File: config.mk
export PLATFORM = sky130hd
export DESIGN_NAME = instruction_fetch_unit
export DESIGN_NICKNAME = d
export VERILOG_FILES = /design/src/rtl/instruction_fetch_unit.sv
export SDC_FILE = /design/constraint.sdc
export NUM_CORES = 1
export LEC_CHECK = 0
export ABC_AREA = 0
export BUFFER_PORTS_ARGS = -buffer_cell sky130_fd_sc_hd__buf_2
export CORE_ASPECT_RATIO = 1.2
export CORE_MARGIN = 2
export CORE_UTILIZATION = 57
export CTS_CLUSTER_DIAMETER = 80
export DETAILED_ROUTE_END_ITERATION = 16
export GPL_TIMING_DRIVEN = 0
export PLACE_DENSITY = 0.8
export REMOVE_ABC_BUFFERS = 1
export SYNTH_ARGS = -nofsm -noshare
export SYNTH_HDL_FRONTEND = slang
export SYNTH_SLANG_ARGS = --single-unit
File: constraint.sdc
create_clock -name i_clk -period 3.5 [get_ports i_clk]
set_input_delay 0.525 -clock i_clk [delete_from_list [all_inputs] [get_ports i_clk]]
set_output_delay 0.525 -clock i_clk [all_outputs]
set_load 0.005 [all_outputs]
File: src/rtl/instruction_fetch_unit.sv
// Fetch stage: sequences the PC, reads instruction memory over req/ready and holds
// fetched words in an instruction register plus a one-entry skid buffer.
module instruction_fetch_unit #(
  parameter int INSTR_WIDTH = 33,
  parameter int ADDR_WIDTH  = 32,
  parameter int IMM_WIDTH   = 12,
  parameter logic [ADDR_WIDTH-1:0] RESET_PC = '0
) (
  input  logic                   i_clk,
  input  logic                   i_clear,
  output logic                   o_imem_req,
  output logic [ADDR_WIDTH-1:0]  o_imem_addr,
  input  logic                   i_imem_ready,
  input  logic [INSTR_WIDTH-1:0] i_imem_rdata,
  output logic [INSTR_WIDTH-1:0] o_instruction,
  output logic [ADDR_WIDTH-1:0]  o_ir_pc,
  output logic                   o_instr_valid,
  input  logic                   i_instr_accept,
  output logic                   o_irWrite,
  input  logic                   i_redirect_valid,
  input  logic [IMM_WIDTH-1:0]   i_redirect_offset
);

  typedef enum logic [1:0] {FETCH, HOLD, DRAIN} state_t;

  state_t                 r_state;
  logic [ADDR_WIDTH-1:0]  r_pc;
  logic                   r_req;
  logic [ADDR_WIDTH-1:0]  r_addr;
  logic [INSTR_WIDTH-1:0] r_ir;
  logic [ADDR_WIDTH-1:0]  r_ir_pc;
  logic                   r_ir_valid;
  logic [INSTR_WIDTH-1:0] r_sb;
  logic [ADDR_WIDTH-1:0]  r_sb_pc;
  logic                   r_sb_valid;
  logic                   r_irwrite;

  state_t                 w_state_next;
  logic [ADDR_WIDTH-1:0]  w_pc_next;
  logic                   w_req_next;
  logic [ADDR_WIDTH-1:0]  w_addr_next;
  logic [INSTR_WIDTH-1:0] w_ir_next;
  logic [ADDR_WIDTH-1:0]  w_ir_pc_next;
  logic                   w_ir_valid_next;
  logic [INSTR_WIDTH-1:0] w_sb_next;
  logic [ADDR_WIDTH-1:0]  w_sb_pc_next;
  logic                   w_sb_valid_next;
  logic                   w_ir_load;
  logic                   w_take;

  logic                   w_fire;
  logic                   w_redirect;
  logic                   w_accept;
  logic [ADDR_WIDTH-1:0]  w_off_ext;
  logic [ADDR_WIDTH-1:0]  w_target;

  assign w_fire     = r_req & i_imem_ready;
  assign w_redirect = i_redirect_valid & r_ir_valid;
  assign w_accept   = i_instr_accept & r_ir_valid & ~w_redirect;
  assign w_off_ext  = {{(ADDR_WIDTH-IMM_WIDTH){i_redirect_offset[IMM_WIDTH-1]}}, i_redirect_offset};
  assign w_target   = r_ir_pc + (w_off_ext << 2);

  // A redirect flushes both buffers; a read still in flight is drained and dropped.
  always_comb begin
    w_state_next    = r_state;
    w_pc_next       = r_pc;
    w_ir_next       = r_ir;
    w_ir_pc_next    = r_ir_pc;
    w_ir_valid_next = r_ir_valid;
    w_sb_next       = r_sb;
    w_sb_pc_next    = r_sb_pc;
    w_sb_valid_next = r_sb_valid;
    w_ir_load       = 1'b0;
    w_take          = (r_state == FETCH) & w_fire;

    if (w_redirect) begin
      w_ir_valid_next = 1'b0;
      w_sb_valid_next = 1'b0;
      w_pc_next       = w_target;
      case (r_state)
        FETCH:   w_state_next = w_fire ? FETCH : DRAIN;
        HOLD:    w_state_next = FETCH;
        default: w_state_next = r_state;
      endcase
    end else if (r_state == DRAIN) begin
      if (w_fire) w_state_next = FETCH;
    end else begin
      if (w_take) w_pc_next = r_pc + ADDR_WIDTH'(4);
      if (w_accept) begin
        if (r_sb_valid) begin
          w_ir_next       = r_sb;
          w_ir_pc_next    = r_sb_pc;
          w_ir_load       = 1'b1;
          w_sb_valid_next = 1'b0;
          if (w_take) begin
            w_sb_next       = i_imem_rdata;
            w_sb_pc_next    = r_addr;
            w_sb_valid_next = 1'b1;
          end
        end else if (w_take) begin
          w_ir_next    = i_imem_rdata;
          w_ir_pc_next = r_addr;
          w_ir_load    = 1'b1;
        end else begin
          w_ir_valid_next = 1'b0;
        end
      end else if (w_take) begin
        if (!r_ir_valid) begin
          w_ir_next    = i_imem_rdata;
          w_ir_pc_next = r_addr;
          w_ir_load    = 1'b1;
        end else begin
          w_sb_next       = i_imem_rdata;
          w_sb_pc_next    = r_addr;
          w_sb_valid_next = 1'b1;
        end
      end
      if (w_ir_load) w_ir_valid_next = 1'b1;
      w_state_next = (w_ir_valid_next & w_sb_valid_next) ? HOLD : FETCH;
    end

    // Request drops for one cycle after every completed read; address is frozen while pending.
    w_req_next  = (w_state_next != HOLD) & ~w_fire;
    w_addr_next = (r_req & ~w_fire) ? r_addr : w_pc_next;
  end

  always_ff @(posedge i_clk) begin
    if (!i_clear) begin
      r_state    <= FETCH;
      r_pc       <= RESET_PC;
      r_req      <= 1'b0;
      r_addr     <= RESET_PC;
      r_ir       <= '0;
      r_ir_pc    <= '0;
      r_ir_valid <= 1'b0;
      r_sb       <= '0;
      r_sb_pc    <= '0;
      r_sb_valid <= 1'b0;
      r_irwrite  <= 1'b0;
    end else begin
      r_state    <= w_state_next;
      r_pc       <= w_pc_next;
      r_req      <= w_req_next;
      r_addr     <= w_addr_next;
      r_ir       <= w_ir_next;
      r_ir_pc    <= w_ir_pc_next;
      r_ir_valid <= w_ir_valid_next;
      r_sb       <= w_sb_next;
      r_sb_pc    <= w_sb_pc_next;
      r_sb_valid <= w_sb_valid_next;
      r_irwrite  <= w_ir_load;
    end
  end

  assign o_imem_req    = r_req;
  assign o_imem_addr   = r_addr;
  assign o_instruction = r_ir;
  assign o_ir_pc       = r_ir_pc;
  assign o_instr_valid = r_ir_valid;
  assign o_irWrite     = r_irwrite;

endmodule

==> impl_results.md <==
* Total stage count of the critical path at 10
* H-Tree Depth at 4
* Largest net degree at the start of global routing at 103
* Crit path buf inv count at 4
* Max-cap violations at 0
* Leak Pwr at 5.06 nW
* Fin nets at 1351
* EDFF count, synth at 0
* R2r setup slk at 0.42 ns
* CP endpoint kind: flop
* Critical path type: reg2reg
* Hold endpoint: r_sb[25]
* Post-DP Area at 0.0105 mm²
* Height of the die at 147 µm
* Residual DRC at 0
* Power Dens Cells at 454 mW/mm²
* Final HPWL DP at 15.7 mm
* Clk_lat worst skew at 0.43 ns
* Netlist Area Pre-Place at 0.00972 mm²
* Hold Path Cell Cnt at 3
* Post-synthesis sequential area ratio at 41.2%
* Via density at 5.73
* Cts bufs inserted at 17
* Slowest CP cell: dfxtp_1
* Max rail drop VDD at 0.312 mV
* Final setup margin at 0.418 ns
* Relative slew slack at 9.95%
* RR Endpoint: o_instruction[24]
* Syn avg cell area at 8.30 µm²
* Worst path most repeated cell: buf_16
* Routability congestion estimate at 0.905
* DRT Pass-1 Iters at 5
* Synth Flop Type: dfxtp_1
* I/O Buffers at 149
* Worst-path clk slew at 0.08 ns
* Commonest cells after routing, fill and taps aside: 206 x nand2_1, 200 x dfxtp_1, 149 x buf_2
* Vias at 8594
* CTS root buffer: clkbuf_16
* Share of cells above drive strength 1 at 16.7%
* Placed Cells at 1463
* First-pass GRT wire length at 38.7 mm
* Setup violations, final at 0
* Crit path max-delay family: buffers and inverters
* Initial Utilization at 57.9%
* Fin cells at 1499
* Setup slack at placement at -0.480 ns
* P&R area growth vs syn at 14.8%
* Status: complete, no violations
* Worst Path Max Fanout at 44
* # clock sinks at 200
* Rows at 52
* Vias in the first global route at 8076
* Hold Startpoint: i_imem_rdata[25]
* Die width at 123 µm
* FFs w/ async S/R, synth at 0%
* Worst R2R Path Depth at 10
* Data arrival time of the worst path at 3.41 ns
* Antenna-violating nets left at 0
* Tcrit/Tclk final at 88.0%
* Core area at 0.0168 mm²
* Syn. warnings at 0
* CP required at 3.83 ns
* Hold Violations, Final at 0
* Final wirelength at 23.8 mm
* Period minus WS final at 3.08 ns
* Max-slew violation count at 0
* Hold Path Class: in2reg
* GR Overflow Total at 0
* Total global-route track usage at 26.5%
* I/O Pins at 150
* Worst-Margin Slew at 1.35 ns
* Initial antenna violation count at 0
* CTS tree: built
* Crit start category: flop
* Clock skew at 0.00854 ns
* RSZ-0062 raised after global routing: no
* Number of diodes at 0
* Final instance area at 0.0112 mm²
* CP Cell Sequence: nor2b_2 > nand3_4 > buf_16 > inv_1 > o21ai_1 > a21oi_4 > buf_12 > buf_16 > nor2_1 > a211oi_1
* Max Freq at 325 MHz
* Synth cell types at 60
* Cts hold-fix bufs at 0
* Clock buffer depth at 2
* Routed wire per std cell at 15.9 µm
* 1st-iter DRT viols at 373
* RR Startpoint: o_instr_valid
* Commonest non-fill, non-tap cell in the layout: nand2_1
* Worst path max stage delay at 0.54 ns
* DIE AREA at 0.0181 mm²
* Post-synthesis register bit count at 200
* Synthesized instance count at 1172
==> registers in the layout, summed over array words and instances, names as in the netlist <==
register,count
o_instruction,33
r_sb,33
o_imem_addr,32
o_ir_pc,32
r_pc,32
r_sb_pc,32
r_state,2
o_imem_req,1
o_instr_valid,1
o_irWrite,1
r_sb_valid,1
==> logic make-up (layout without fill, tap and decap cells) <==
group	Yosys count	in the layout	synth area share (%)
buffers and inverters	88	197	4.35
XOR/XNOR	52	52	4.68
adder cells (fa/ha/maj)	31	31	4.07
AND/OR/NAND/NOR	431	432	19.4
AO/OA/AOI/OAI	302	303	19.3
multiplexers	68	68	7.00
flip-flops	200	200	41.2
==> cells in the mapped netlist, types with 19 or more instances <==
library cell  instances  area [µm²]
a21o_1               20         150
nand3_1              23         115
dfxtp_1             200        4000
clkbuf_1             49         184
mux2i_1              68         681
and2_1               19         119
ha_1                 30         375
o21ai_0              32         160
xor2_1               23         201
nor2_1              115         432
xnor2_1              29         254
a21oi_1             129         646
a211oi_1             73         548
nand2_1             206         773
==> where the power goes <==
part           switching (mW)  internal [mW]
clock network           0.966          0.953
registers              0.0742           2.36
logic                   0.412          0.300
total                    1.45           3.62
==> worst max path at each step <==
stage / from / to / slack [ns]
6_report: o_instr_valid / o_instruction[24] / 0.42
3_5_place_dp: i_redirect_valid / o_instruction[26] / -0.48
5_1_grt: o_instr_valid / o_instruction[26] / 0.22
3_3_place_gp: i_redirect_valid / o_instruction[12] / -9.02
4_1_cts: o_instr_valid / o_instruction[26] / 0.05
2_1_floorplan: i_redirect_valid / o_instruction[0] / -5.05
==> final cells by class <==
| cell class | count | area [µm²] |
|---|---|---|
| repair buffers | 158 | 918 |
| flip-flops and latches | 200 | 4000 |
| well taps | 216 | 270 |
| fillers | 1443 | 5630 |
| clock inverters | 15 | 150 |
| multi-input cells | 886 | 5360 |
| inverters | 7 | 31.3 |
| clock buffers | 17 | 425 |
==> worst min-delay path: cells and delay by family <==
family,cells,cell delay (ns)
AOI/OAI and AO/OA,1,0.05
buffers and inverters,1,0.10
and+or+nand+nor,1,0.05
==> metrics by stage <==
step | total power [mW] | TNS (ns) | hold slack (ns) | util (%)
after floorplan | 2.95 | -333.72 | 0.436 | -
after global placement | 3.18 | -830.10 | 0.440 | 61.6
after detailed placement | 3.19 | -16.73 | 0.446 | 62.8
after CTS | 5.10 | 0 | 0.314 | 66.4
after global routing | 5.29 | 0 | 0.325 | 66.5
final | 5.07 | 0 | 0.327 | 66.5
==> repair_timing <==
action | CTS | global route
pin swaps | 1 | 0
gates cloned | 2 | 0
setup buffers | 0 | 2
gates resized for setup | 1 | 0
endpoints found under the setup margin | 50 | 34
==> layer usage <==
layer | vias up | part of all wire [%] | global-route usage (%)
li1 | 4296 | - | -
met5 | - | 0 | 0
met2 | 206 | 50 | 45.4
met1 | 4056 | 43 | 32.3
met4 | 0 | 1.8 | 9.26
met3 | 36 | 5.0 | 5.98
Note: power is estimated with default switching activity, not from simulation.
